<file path="config.mk">
export PLATFORM = sky130hd
export DESIGN_NAME = int8_mac_accumulator_flat
export DESIGN_NICKNAME = d
export VERILOG_FILES = /design/src/rtl/int8_mac_accumulator_pkg.sv /design/src/rtl/int8_mac_accumulator_if.sv /design/src/rtl/int8_mac_accumulator_sat_add.sv /design/src/rtl/int8_mac_accumulator.sv /design/src/flat_wrapper.sv
export SDC_FILE = /design/constraint.sdc
export NUM_CORES = 1
export LEC_CHECK = 0
export BUFFER_PORTS_ARGS = -buffer_cell sky130_fd_sc_hd__buf_2
export CAP_MARGIN = 20
export CORE_ASPECT_RATIO = 1.4
export CORE_UTILIZATION = 55
export DETAILED_ROUTE_END_ITERATION = 12
export GPL_TIMING_DRIVEN = 0
export PLACE_DENSITY_LB_ADDON = 0.08
export SLEW_MARGIN = 10
export SYNTH_ARGS = -nofsm -noshare
export SYNTH_HDL_FRONTEND = slang
export SYNTH_SLANG_ARGS = --single-unit
export TNS_END_PERCENT = 20
</file>
<file path="constraint.sdc">
create_clock -name clk_i -period 23.1 [get_ports clk_i]
set_input_delay 0 -clock clk_i [delete_from_list [all_inputs] [get_ports clk_i]]
set_output_delay 0 -clock clk_i [all_outputs]
set_load 0.1 [all_outputs]
</file>
<file path="src/rtl/int8_mac_accumulator_pkg.sv">
// ----------------------------------------------------------------------------
// mac_acc_pkg
// Shared types and constants for the int8 multiply-accumulate stage.
//   act_t / wgt_t : signed 8-bit activation and weight
//   diff_t        : signed 9-bit zero-point-corrected activation
//   prod_t        : signed 18-bit product (9-bit x 8-bit)
//   acc_t         : signed 32-bit accumulator / bias / result
//   len_t         : unsigned dot-product length field
//   state_t       : control FSM states
// ----------------------------------------------------------------------------
package mac_acc_pkg;

   localparam int IN_RESOLUTION   = 8;
   localparam int ACC_RESOLUTION  = 32;
   localparam int LEN_WIDTH       = 10;
   localparam int DIFF_RESOLUTION = IN_RESOLUTION + 1;
   localparam int PROD_RESOLUTION = DIFF_RESOLUTION + IN_RESOLUTION + 1;

   typedef logic signed [IN_RESOLUTION-1:0]   act_t;
   typedef logic signed [IN_RESOLUTION-1:0]   wgt_t;
   typedef logic signed [DIFF_RESOLUTION-1:0] diff_t;
   typedef logic signed [PROD_RESOLUTION-1:0] prod_t;
   typedef logic signed [ACC_RESOLUTION-1:0]  acc_t;
   typedef logic        [LEN_WIDTH-1:0]       len_t;

   typedef enum logic [1:0] {
      S_IDLE = 2'd0,
      S_ACC  = 2'd1,
      S_OUT  = 2'd2
   } state_t;

   localparam acc_t ACC_MAX = 32'h7FFF_FFFF;
   localparam acc_t ACC_MIN = 32'h8000_0000;

endpackage

</file>
<file path="src/rtl/int8_mac_accumulator_if.sv">
// ----------------------------------------------------------------------------
// int8_mac_accumulator_if
// Bundles the two streams of the MAC stage.
//   mac_* : input beats (activation/weight pairs), valid/ready handshake
//   acc_* : int32 dot-product results, valid/ready handshake, sticky sat flag
// Modports:
//   slave  : the accumulator itself (consumes beats, produces results)
//   master : whatever feeds beats in and takes results out
// ----------------------------------------------------------------------------
interface int8_mac_accumulator_if;
   import mac_acc_pkg::*;

   logic mac_valid_i;
   logic mac_ready_o;
   act_t mac_act_i;
   wgt_t mac_wgt_i;
   logic acc_valid_o;
   logic acc_ready_i;
   acc_t acc_data_o;
   logic acc_sat_o;

   modport slave (
      input  mac_valid_i, mac_act_i, mac_wgt_i, acc_ready_i,
      output mac_ready_o, acc_valid_o, acc_data_o, acc_sat_o
   );

   modport master (
      output mac_valid_i, mac_act_i, mac_wgt_i, acc_ready_i,
      input  mac_ready_o, acc_valid_o, acc_data_o, acc_sat_o
   );

endinterface

</file>
<file path="src/rtl/int8_mac_accumulator_sat_add.sv">
// ----------------------------------------------------------------------------
// sat_add
// Combinational signed saturating adder: 32-bit accumulator plus 18-bit
// product. The sum is formed in 33 bits and clamped to the int32 range.
//   a_i   : signed 32-bit addend
//   b_i   : signed 18-bit addend
//   sum_o : clamped signed 32-bit result
//   ovf_o : high when clamping occurred
// ----------------------------------------------------------------------------
module sat_add
   import mac_acc_pkg::*;
(
   input  acc_t  a_i,
   input  prod_t b_i,
   output acc_t  sum_o,
   output logic  ovf_o
);

   logic [ACC_RESOLUTION:0] wide_sum;

   // The two top bits of the 33-bit sum disagree exactly when the true
   // result has left the int32 range; 01 means too big, 10 too small.
   always_comb begin
      wide_sum = {a_i[ACC_RESOLUTION-1], a_i}
               + {{(ACC_RESOLUTION + 1 - PROD_RESOLUTION){b_i[PROD_RESOLUTION-1]}}, b_i};
      sum_o    = wide_sum[ACC_RESOLUTION-1:0];
      ovf_o    = 1'b0;
      if (wide_sum[ACC_RESOLUTION:ACC_RESOLUTION-1] == 2'b01) begin
         sum_o = ACC_MAX;
         ovf_o = 1'b1;
      end else if (wide_sum[ACC_RESOLUTION:ACC_RESOLUTION-1] == 2'b10) begin
         sum_o = ACC_MIN;
         ovf_o = 1'b1;
      end
   end

endmodule

</file>
<file path="src/rtl/int8_mac_accumulator.sv">
// ----------------------------------------------------------------------------
// int8_mac_accumulator
// Accumulates (act - act_zp) * wgt over cfg_len_i beats onto an int32 bias
// with saturation, then offers the result downstream.
//   clk_i        : clock, all state on rising edge
//   rst_i        : asynchronous active-high reset
//   cfg_len_i    : products per dot product (0 behaves as 1)
//   cfg_bias_i   : signed int32 starting value of the accumulator
//   cfg_act_zp_i : signed activation zero-point
//   bus          : slave side of the mac_*/acc_* streams
// Configuration is captured on the first beat of each dot product only.
// ----------------------------------------------------------------------------
module int8_mac_accumulator
   import mac_acc_pkg::*;
(
   input  logic                   clk_i,
   input  logic                   rst_i,
   input  len_t                   cfg_len_i,
   input  acc_t                   cfg_bias_i,
   input  act_t                   cfg_act_zp_i,
   int8_mac_accumulator_if.slave  bus
);

   state_t state_q, state_d;
   acc_t   acc_q,   acc_d;
   logic   sat_q,   sat_d;
   len_t   cnt_q,   cnt_d;
   len_t   len_q,   len_d;
   act_t   zp_q,    zp_d;

   logic   mac_ready;
   logic   acc_valid;
   logic   beat;
   act_t   zp_sel;
   acc_t   add_base;
   diff_t  diff;
   prod_t  prod;
   acc_t   sum;
   logic   ovf;

   // The first beat of a dot product uses the live configuration; later
   // beats use the captured zero-point and the running accumulator.
   always_comb begin
      zp_sel   = (state_q == S_IDLE) ? cfg_act_zp_i : zp_q;
      add_base = (state_q == S_IDLE) ? cfg_bias_i   : acc_q;
      diff     = diff_t'(bus.mac_act_i) - diff_t'(zp_sel);
      prod     = prod_t'(diff) * prod_t'(bus.mac_wgt_i);
   end

   sat_add u_sat_add (
      .a_i   (add_base),
      .b_i   (prod),
      .sum_o (sum),
      .ovf_o (ovf)
   );

   assign beat = bus.mac_valid_i && mac_ready;

   // State register.
   always_ff @(posedge clk_i or posedge rst_i) begin
      if (rst_i) begin
         state_q <= S_IDLE;
         acc_q   <= '0;
         sat_q   <= 1'b0;
         cnt_q   <= '0;
         len_q   <= '0;
         zp_q    <= '0;
      end else begin
         state_q <= state_d;
         acc_q   <= acc_d;
         sat_q   <= sat_d;
         cnt_q   <= cnt_d;
         len_q   <= len_d;
         zp_q    <= zp_d;
      end
   end

   // Next-state and datapath update. cnt counts beats already absorbed,
   // so the beat arriving with cnt == len-1 is the last one.
   always_comb begin
      state_d = state_q;
      acc_d   = acc_q;
      sat_d   = sat_q;
      cnt_d   = cnt_q;
      len_d   = len_q;
      zp_d    = zp_q;
      unique case (state_q)
         S_IDLE: begin
            if (beat) begin
               len_d   = (cfg_len_i == '0) ? len_t'(1) : cfg_len_i;
               zp_d    = cfg_act_zp_i;
               acc_d   = sum;
               sat_d   = ovf;
               cnt_d   = len_t'(1);
               state_d = (len_d == len_t'(1)) ? S_OUT : S_ACC;
            end
         end
         S_ACC: begin
            if (beat) begin
               acc_d = sum;
               sat_d = sat_q | ovf;
               cnt_d = cnt_q + 1'b1;
               if (cnt_q == len_q - 1'b1) begin
                  state_d = S_OUT;
               end
            end
         end
         S_OUT: begin
            if (bus.acc_ready_i) begin
               state_d = S_IDLE;
            end
         end
         default: state_d = S_IDLE;
      endcase
   end

   // Outputs depend on registered state only (plus reset gating of ready),
   // so there is no combinational path from acc_ready_i to mac_ready_o.
   always_comb begin
      mac_ready = 1'b0;
      acc_valid = 1'b0;
      unique case (state_q)
         S_IDLE:  mac_ready = !rst_i;
         S_ACC:   mac_ready = !rst_i;
         S_OUT:   acc_valid = 1'b1;
         default: mac_ready = 1'b0;
      endcase
   end

   assign bus.mac_ready_o = mac_ready;
   assign bus.acc_valid_o = acc_valid;
   assign bus.acc_data_o  = acc_q;
   assign bus.acc_sat_o   = sat_q;

endmodule

</file>
<file path="src/flat_wrapper.sv">
// flat-port wrapper written by rule: the top's interface ports become plain ports
module int8_mac_accumulator_flat import mac_acc_pkg::*;
  (clk_i, rst_i, cfg_len_i, cfg_bias_i, cfg_act_zp_i, bus_mac_valid_i, bus_mac_act_i, bus_mac_wgt_i, bus_acc_ready_i, bus_mac_ready_o, bus_acc_valid_o, bus_acc_data_o, bus_acc_sat_o);
  int8_mac_accumulator_if bus_i ();
  input  logic clk_i;
  input  logic rst_i;
  input  len_t cfg_len_i;
  input  acc_t cfg_bias_i;
  input  act_t cfg_act_zp_i;
  input wire logic [$bits(bus_i.mac_valid_i)-1:0] bus_mac_valid_i;
  input wire logic [$bits(bus_i.mac_act_i)-1:0] bus_mac_act_i;
  input wire logic [$bits(bus_i.mac_wgt_i)-1:0] bus_mac_wgt_i;
  input wire logic [$bits(bus_i.acc_ready_i)-1:0] bus_acc_ready_i;
  output wire logic [$bits(bus_i.mac_ready_o)-1:0] bus_mac_ready_o;
  output wire logic [$bits(bus_i.acc_valid_o)-1:0] bus_acc_valid_o;
  output wire logic [$bits(bus_i.acc_data_o)-1:0] bus_acc_data_o;
  output wire logic [$bits(bus_i.acc_sat_o)-1:0] bus_acc_sat_o;
  assign bus_i.mac_valid_i = bus_mac_valid_i;
  assign bus_i.mac_act_i = bus_mac_act_i;
  assign bus_i.mac_wgt_i = bus_mac_wgt_i;
  assign bus_i.acc_ready_i = bus_acc_ready_i;
  assign bus_mac_ready_o = bus_i.mac_ready_o;
  assign bus_acc_valid_o = bus_i.acc_valid_o;
  assign bus_acc_data_o = bus_i.acc_data_o;
  assign bus_acc_sat_o = bus_i.acc_sat_o;
  int8_mac_accumulator u_core (.clk_i(clk_i), .rst_i(rst_i), .cfg_len_i(cfg_len_i), .cfg_bias_i(cfg_bias_i), .cfg_act_zp_i(cfg_act_zp_i), .bus(bus_i));
endmodule
</file>
; Word level (Yosys, flattened, before mapping)
; Index checks and enable logic that the tools add are counted.
[totals]
register_bits = 63
in_bits = 70
out_inout_bits = 35
wordCells = 53
[op_classes]
addsub = 4
multipliers = 1
n_eq_ne = 10
mux = 21
bitwise_logic = 1
reduce_logical = 10
[ops]
columns = cell, count
row1 = 32-bit 2-to-1 mux, 3
row2 = 32-bit by 17-bit adder with 33-bit output, 1
row3 = 10-bit 2-to-1 mux, 3
row4 = 10-bit one-hot mux with 2 select lines, 1
row5 = 9-bit by 8-bit multiplier with 17-bit output, 1
row6 = "10-bit by 1-bit adder with 10-bit output, second input constant", 1
row7 = "10-bit by 1-bit equality test with 1-bit output, second input constant", 1
row8 = 10-bit equality test, 1
row9 = 10-bit logical NOT, 1
row10 = 2-bit 2-to-1 mux, 5
row11 = "10-bit by 1-bit subtractor with 10-bit output, second input constant", 1
row12 = 8-bit by 8-bit subtractor with 9-bit output, 1
row13 = 8-bit 2-to-1 mux, 1
row14 = 1-bit 2-to-1 mux, 6
row15 = "2-bit by 1-bit != test with 1-bit output, second input constant", 3
row16 = 2-bit one-hot mux with 3 select lines, 1
row17 = "2-bit by 1-bit equality test with 1-bit output, second input constant", 2
row18 = "2-bit equality test, second input constant", 2
row19 = 2-bit AND reduction, 2
row20 = 4-bit AND reduction, 1
row21 = 3-bit AND reduction, 1
row22 = 2-bit logical NOT, 1
row23 = "2-bit != test, second input constant", 1
row24 = 1-bit one-hot mux with 2 select lines, 1
row25 = other kinds (5), 5

; Logic depth before layout (Yosys ltp)
; Gate-level depths: netlist of the first run.
[logic_depth]
ltp_word = 11
ltp_mapped = 38
mapped_depth_nobuf = 35

; Modules after synthesis
; From an unflattened synthesis of the first run, not the netlist that was laid out.
[unflattened]
cells_unflattened = 1054
area_unflattened_um2 = 8849.7
[by_module_without_submodules]
columns = module, instances, cells_each, area_per_inst_um2, seq_area_each_um2
row1 = int8_mac_accumulator, 1, 727, 6580.1, 1576.5
row2 = sat_add, 1, 327, 2269.7, 0.0

; Worst setup path before layout of the first run
; Ideal clock, no wire load.
[synth_timing]
path_type = register to register
startpoint = register u_core.state_q[0]
endpoint = register u_core.acc_q[23] (netlist: u_core.bus.acc_data_o[23])
setup_time_ns = 0.122
t_arrival_ns = 8.776
required_ns = 22.978
slack_ns = 14.202
stages_incl_launch_ff = 37
n_path_buf = 6
period_less_slack_ns = 8.898
path_cell_list = dfrtp_1 -> clkbuf_1 -> nor2_1 -> buf_2 -> mux2_2 -> ha_1 -> fa_1 -> nor2b_1 -> o21ai_0 -> a21boi_1 -> o21a_1 -> o21ai_0 -> a31o_2 -> buf_2 -> nand2_1 -> fa_1 -> fa_1 -> fa_1 -> inv_1 -> fa_1 -> ha_1 -> ha_1 -> buf_2 -> a211o_1 -> o211ai_1 -> o221ai_1 -> nand2_1 -> nand4_1 -> a31oi_2 -> xor2_1 -> ha_1 -> clkbuf_1 -> inv_1 -> clkbuf_1 -> and3_1 -> mux2i_1 -> nand2_1
[synth_via]
elab_chain_cells = 8
word_cells_on_any_way = 15
cone_classes = add/sub: 2 / mul: 1 / eq/ne: 3 / mux: 5 / reduce/logical: 4
[synth_lines]
columns = item, line_no
row1 = start: declaration, int8_mac_accumulator.sv:24  ; state_t state_q, state_d;
row2 = start signal: assignment, int8_mac_accumulator.sv:69  ; state_q <= state_d;
row3 = 2-bit logical NOT, -
row4 = 8-bit 2-to-1 mux, int8_mac_accumulator.sv:44  ; zp_sel = (state_q == S_IDLE) ? cfg_act_zp_i : zp_q;
row5 = 8-bit by 8-bit subtractor with 9-bit output, int8_mac_accumulator.sv:46  ; diff = diff_t'(bus.mac_act_i) - diff_t'(zp_sel);
row6 = 9-bit by 8-bit multiplier with 17-bit output, int8_mac_accumulator.sv:47  ; prod = prod_t'(diff) * prod_t'(bus.mac_wgt_i);
row7 = 32-bit by 17-bit adder with 33-bit output, int8_mac_accumulator_sat_add.sv:25  ; + {{(ACC_RESOLUTION + 1 - PROD_RESOLUTION){b_i[PROD_RESOLUTION-1]}}, b_i};
row8 = 2-bit equality test, int8_mac_accumulator_sat_add.sv:31  ; end else if (wide_sum[ACC_RESOLUTION:ACC_RESOLUTION-1] == 2'b10) begin
row9 = 32-bit 2-to-1 mux, int8_mac_accumulator_sat_add.sv:31
row10 = 32-bit 2-to-1 mux, int8_mac_accumulator_sat_add.sv:28  ; if (wide_sum[ACC_RESOLUTION:ACC_RESOLUTION-1] == 2'b01) begin
row11 = end signal: assignment, int8_mac_accumulator.sv:63  ; acc_q <= '0;
row12 = end signal: assignment, int8_mac_accumulator.sv:70  ; acc_q <= acc_d;
row13 = end: declaration, int8_mac_accumulator.sv:25  ; acc_t acc_q, acc_d;
; Several ways; a longest one is shown, not always the timed one.
; A chain may end at the register's enable or synchronous reset.

; Worst setup path after layout of the first run
[layout_timing]
startpoint = register u_core.state_q[0]
endpoint = register u_core.acc_q[21] (netlist: u_core.bus.acc_data_o[21])
; The elaborated chain is that of the path after synthesis.

==> metrics.csv, run 1 <==
metric,value,unit
floorplan.initialDensity,0.564,
period_needed,10.38,ns
clockBufferDepth,2,
die_w,113,µm
dr.pass1.iters,7,
ys_warn_count,0,
endpoint_kind,flop,
cts-root-buf,clkbuf_16,
slew_headroom,0.261,
start_kind,flop,
syn_nets,1262,
num_antenna_cells,0,
ys_ff_latch,63,
cp.required,23.28,ns
cts.sinks,63,
synthMuxAreaShare,0.0653,
rsz0062_at_grt,no,
grt_first_pass_wirelength,38300,µm
synth_edf_count,0,
finalNetCount,1396,
overflow,0,
regArea,0.00158,mm²
ant_nets,0,
wire_per_inst,17.9,µm
synthFlopType,dfrtp_1,
synth_xor_area_frac,0.0471,
min_to,u_core.len_q[0]$_DFFE_PP0P_,
grt_max_degree,33,
setup_viol,0,
cp_slowest_cell,fa_1,
timing.fmax,0.0963,GHz
syn_avg_cell_area,9.85,µm²
syn_inst,962,
die_area,0.0178,mm²
finalHoldViolCount,0,
clock_latency,0.33,ns
synthAdderAreaFrac,0.418,
cts-resized-gates,0,
row_count,56,
grt_pass1_vias,7686,
yosysUniqueCellTypes,68,
slew_violations,0,
reg2reg_depth,34,
finClkSkew,0.00803,ns
path_clk_slew,0.06,ns
post_cts_buffers,0,
hp-class,in2reg,
max_stage_delay,0.75,ns
track_usage,0.283,
place.gp.congestion,0.927,
drive_gt1_frac,0.156,
worst_pin_slew,1.11,ns
dpl.hpwl,19400,µm
crit_type,reg2reg,
synth_top_family_by_area,adder cells,
antenna_found_initial,0,
period_share,0.449,
maxCapViolations,0,
drt_iter0_markers,362,
cts_hold_buffers,19,
syn2layout_area_growth,14.2,%
cts_buffers,9,
multi_input_area,0.00730,mm²
synth_compound_area_frac,0.110,
routed_wl,23400,µm
port_buffers,101,
tritoncts,yes,
tns,0,ns
io_pins,105,
avgViaCountPerCell,5.64,
cp.arrival,10.57,ns
syn_area,0.00948,mm²
worstReg2RegEnd,u_core.bus.acc_data_o[21]$_DFFE_PP0P_,
worstHoldStart,cfg_len_i[0],
die_h,157,µm
reg2reg_slack,12.72,ns
crit_fanout,13,
n_fill_cell,1447,
whs_path_depth,3,
yosysSeqAreaShare,0.166,
vias,7356,
reg2reg_from,u_core.state_q[0]$_DFFE_PP0P_,
htreeDepth,3,
coreArea,0.0168,mm²
drc,0,
yosys.area_share.simple,0.129,
async_reset_ff_frac,1.00,
status,finished clean,
-- placed cells by master, fill, tap and decap left out, types with 25 or more instances in the layout --
cell type / n
nand2_1: 69
xor2_1: 25
dfrtp_1: 63
xnor2_1: 26
mux2i_1: 39
inv_1: 124
ha_1: 86
fa_1: 144
o21ai_0: 38
and2_1: 32
a21oi_1: 49
buf_2: 112
nor2_1: 51
-- flip-flops by register name, summed over array words and instances, names as in the netlist --
signal / count
u_core.bus.acc_data_o: 32
u_core.cnt_q: 10
u_core.len_q: 10
u_core.zp_q: 8
u_core.state_q: 2
u_core.bus.acc_sat_o: 1
-- cells by family after synthesis --
logic type      after synthesis
buf+inv                     157
xor+xnor                     51
fa+ha+maj                   230
flops                        63
simple gates                242
compound gates              160
mux                          59
-- worst max-delay path by stage --
stage / start / cells after the start / end
floorplan: u_core.state_q[0]$_DFFE_PP0P_ / 36 / u_core.bus.acc_data_o[23]$_DFFE_PP0P_
global placement: u_core.state_q[0]$_DFFE_PP0P_ / 34 / u_core.bus.acc_data_o[25]$_DFFE_PP0P_
detailed placement: u_core.state_q[0]$_DFFE_PP0P_ / 34 / u_core.bus.acc_data_o[24]$_DFFE_PP0P_
CTS: u_core.state_q[0]$_DFFE_PP0P_ / 34 / u_core.bus.acc_data_o[21]$_DFFE_PP0P_
global route: u_core.state_q[0]$_DFFE_PP0P_ / 35 / u_core.bus.acc_data_o[16]$_DFFE_PP0P_
finish: u_core.state_q[0]$_DFFE_PP0P_ / 34 / u_core.bus.acc_data_o[21]$_DFFE_PP0P_
-- stage by stage --
step                      utilization  cells  hold slack [ns]  cell area (µm²)  setup slack (ns)
final                           0.644   1304          0.00964            10800             12.72
after CTS                       0.644   1304           0.0156            10800             12.69
after global routing            0.644   1304           0.0324            10800             12.06
after floorplan                     -    962            0.117             9480             14.20
after global placement          0.609   1266            0.250            10200             12.06
after detailed placement        0.614   1269           0.0691            10300             12.72
-- synthesized netlist by cell type (5+ instances only) --
master    count  area, µm²
ha_1         86       1080
nand2b_1      9       56.3
clkbuf_1     14       52.6
o21a_1        5       37.5
xnor2_1      26        228
nand2_1      71        267
mux2_2       19        214
o21ai_0      38        190
dfrtp_1      63       1580
nor2_1       51        191
xor2_1       25        219
a21oi_1      49        245
nand3_1      14       70.1
a21o_1       14        105
nand4_1       7       43.8
buf_2        11       55.1
nor2b_1      19        119
fa_1        144       2880
nor3_1       14       70.1
and3_1        7       43.8
a31oi_1      13       81.3
and2_1       32        200
mux2i_1      39        390
inv_1       125        469
-- routing by layer --
metal | up-vias | global-route usage | wire, µm | share of wire
met4 | 0 | 0.0971 | 691 | 0.030
met2 | 185 | 0.536 | 12800 | 0.55
li1 | 3456 | - | - | -
met5 | - | 0 | 0 | 0
met3 | 33 | 0.0327 | 761 | 0.033
met1 | 3682 | 0.328 | 9150 | 0.39
-- worst max-delay path: cells and delay by family (launching register included) --
kind | cells | cell delay [ns]
compound gates | 10 | 2.01
xor+xnor | 1 | 0.22
fa+ha+maj | 8 | 3.38
buf+inv | 8 | 2.83
flops | 1 | 0.35
mux | 1 | 0.26
simple gates | 6 | 1.14
-- cell type report --
cell class	instances	area share
Buffer	32	0.0133
Sequential cell	63	0.146
Tap cell	203	0.0235
Clock inverter	6	0.00786
Inverter	125	0.0436
Timing Repair Buffer	123	0.0712
Clock buffer	10	0.0211
Multi-Input combinational cell	742	0.674
Power of run 1 is not shown: default switching activity piles up to over one toggle a cycle in this logic, so the estimate is an artifact.
==> run 2, diff against run 1 <==
- clock period: 23.1 -> 9.5 ns (I/O delays scaled with it)
==> run 2 against run 1 <==
Utilization rose by 1.3 points. Via count is 0.86% higher. Count of clock-buffer cells in the layout is the same. Design area increased by 2.1%. Wire length up 0.90%. Largest cell class unchanged. Critical path type unchanged. Cell count increased by 1.1%. Clock skew is essentially flat.
==> metrics.csv, run 2 (synthesized netlist as in run 1, its figures left out) <==
metric,value,unit,change
dpl.hpwl,19400,µm,unchanged
syn2layout_area_growth,16.6,%,was 14.2%
grt_pass1_vias,7722,,was 7686
dr.pass1.iters,5,,was 7
regArea,0.00158,mm²,unchanged
avgViaCountPerCell,5.63,,was 5.64
status,finished clean,,unchanged
timing.fmax,0.112,GHz,was 0.0963 GHz
final_cell_mix,"142 x fa_1, 121 x inv_1, 110 x buf_2, 85 x ha_1, 69 x nand2_1",,"was 144 x fa_1, 124 x inv_1, 112 x buf_2, 86 x ha_1, 69 x nand2_1"
die_area,0.0178,mm²,unchanged
start_kind,flop,,unchanged
num_antenna_cells,0,,unchanged
reg2reg_slack,0.58,ns,was 12.72 ns
cp.arrival,9.13,ns,was 10.57 ns
largest_reg_flops,32,,unchanged
die_w,113,µm,unchanged
clock_latency,0.34,ns,was 0.33 ns
worst_pin_slew,1.10,ns,was 1.11 ns
cts-root-buf,clkbuf_16,,unchanged
overflow,0,,unchanged
period_share,0.939,,was 0.449
wire_per_inst,17.9,µm,about the same
slew_violations,0,,unchanged
mostFrequentLayoutCell,fa_1,,unchanged
cts_buffers,9,,unchanged
io_pins,105,,unchanged
period_needed,8.92,ns,was 10.38 ns
path_clk_slew,0.06,ns,about the same
drt_iter0_markers,327,,was 362
finalHoldViolCount,0,,unchanged
routed_wl,23600,µm,was 23400 µm
max_stage_delay,0.62,ns,was 0.75 ns
post_dp_cell_area,0.0103,mm²,unchanged
tritoncts,yes,,unchanged
vias,7419,,was 7356
hp-class,in2reg,,unchanged
finalNetCount,1410,,was 1396
place_ws,-0.875,ns,was 12.72 ns
setup_viol,0,,unchanged
track_usage,0.285,,was 0.283
slew_headroom,0.265,,was 0.261
worst_slack,0.577,ns,was 12.72 ns
crit_fanout,10,,was 13
antenna_found_initial,0,,unchanged
row_count,56,,unchanged
cp_slowest_cell,fa_2,,was fa_1
crit_type,reg2reg,,unchanged
rsz0062_at_grt,no,,unchanged
cp.required,9.71,ns,was 23.28 ns
final_area,0.0111,mm²,was 0.0108 mm²
grt_first_pass_wirelength,38500,µm,was 38300 µm
grt_max_degree,33,,unchanged
reg2reg_depth,36,,was 34
fin_hold_ws,0.00715,ns,was 0.00964 ns
die_h,157,µm,unchanged
place.gp.congestion,0.927,,unchanged
coreArea,0.0168,mm²,unchanged
drive_gt1_frac,0.180,,was 0.156
n_fill_cell,1414,,was 1447
cts.sinks,63,,unchanged
finClkSkew,0.00826,ns,was 0.00803 ns
floorplan.initialDensity,0.564,,unchanged
whs_path_depth,3,,unchanged
drc,0,,unchanged
multi_input_area,0.00736,mm²,was 0.00730 mm²
crit_top_cell,o21ai_0,,
port_buffers,101,,unchanged
clockBufferDepth,2,,unchanged
endpoint_kind,flop,,unchanged
ant_nets,0,,unchanged
maxCapViolations,0,,unchanged
htreeDepth,3,,unchanged
## run 2: cell count changes in the layout (fill, tap and decap cells not counted), sizes merged
| cell | previous run | this run |
|---|---|---|
| buf | 120 | 135 |
| clkinvlp | 2 | 5 |
| inv | 125 | 122 |
| clkbuf | 26 | 24 |
| clkdlybuf4s15 | 0 | 1 |
## run 2: per-layer routing
metal / wire (µm) / track usage / vias up
met4: 747 / 0.0990 / 0
met1: 9190 / 0.334 / 3730
met2: 12900 / 0.538 / 169
li1: - / - / 3480
met5: 0 / 0 / -
met3: 728 / 0.0308 / 40
## run 2: final timing paths
kind | to | startpoint
worst max-delay path | u_core.bus.acc_data_o[21]$_DFFE_PP0P_ | u_core.state_q[0]$_DFFE_PP0P_
worst min-delay path | u_core.len_q[0]$_DFFE_PP0P_ | cfg_len_i[0]
worst max register to register | u_core.bus.acc_data_o[21]$_DFFE_PP0P_ | u_core.state_q[0]$_DFFE_PP0P_
worst min register to register | u_core.zp_q[0]$_DFFE_PP0P_ | u_core.zp_q[0]$_DFFE_PP0P_
max in group asynchronous | u_core.len_q[4]$_DFFE_PP0P_ | rst_i
min in group asynchronous | u_core.bus.acc_data_o[29]$_DFFE_PP0P_ | rst_i
## run 2: cell type report
cell class / count / share of cell area
multi-input combinational: 742 / 0.666
sequential: 63 / 0.143
timing repair buffer: 139 / 0.0817
inverter: 125 / 0.0437
tap: 203 / 0.0230
clock buffer: 10 / 0.0207
buffer: 30 / 0.0146
clock inverter: 6 / 0.00770
## run 2: worst max-delay path: cells and delay by family, from the launching register on
family	cells	cell delay, ns
compound gates	10	1.61
simple gates	7	1.37
mux	1	0.38
flops	1	0.35
fa+ha+maj	9	3.46
buf+inv	9	1.61
## run 2: repair_timing
item / CTS / global route
pin swaps: 0 / 3
endpoints found under the hold margin: 49 / 0
gates cloned: 0 / 0
gates resized for setup: 13 / 15
endpoints found under the setup margin: 32 / 26
hold buffers: 19 / 0
buffers inserted: 11 / 5
## run 2: per-stage QoR
stage	instances	utilization	TNS [ns]
2_1_floorplan	962	-	0
3_3_place_gp	1266	0.609	-38.96
3_5_place_dp	1269	0.614	-17.18
4_1_cts	1315	0.652	0
5_1_grt	1318	0.657	0
6_report	1318	0.657	0
Power of run 2 is left out for the same reason.
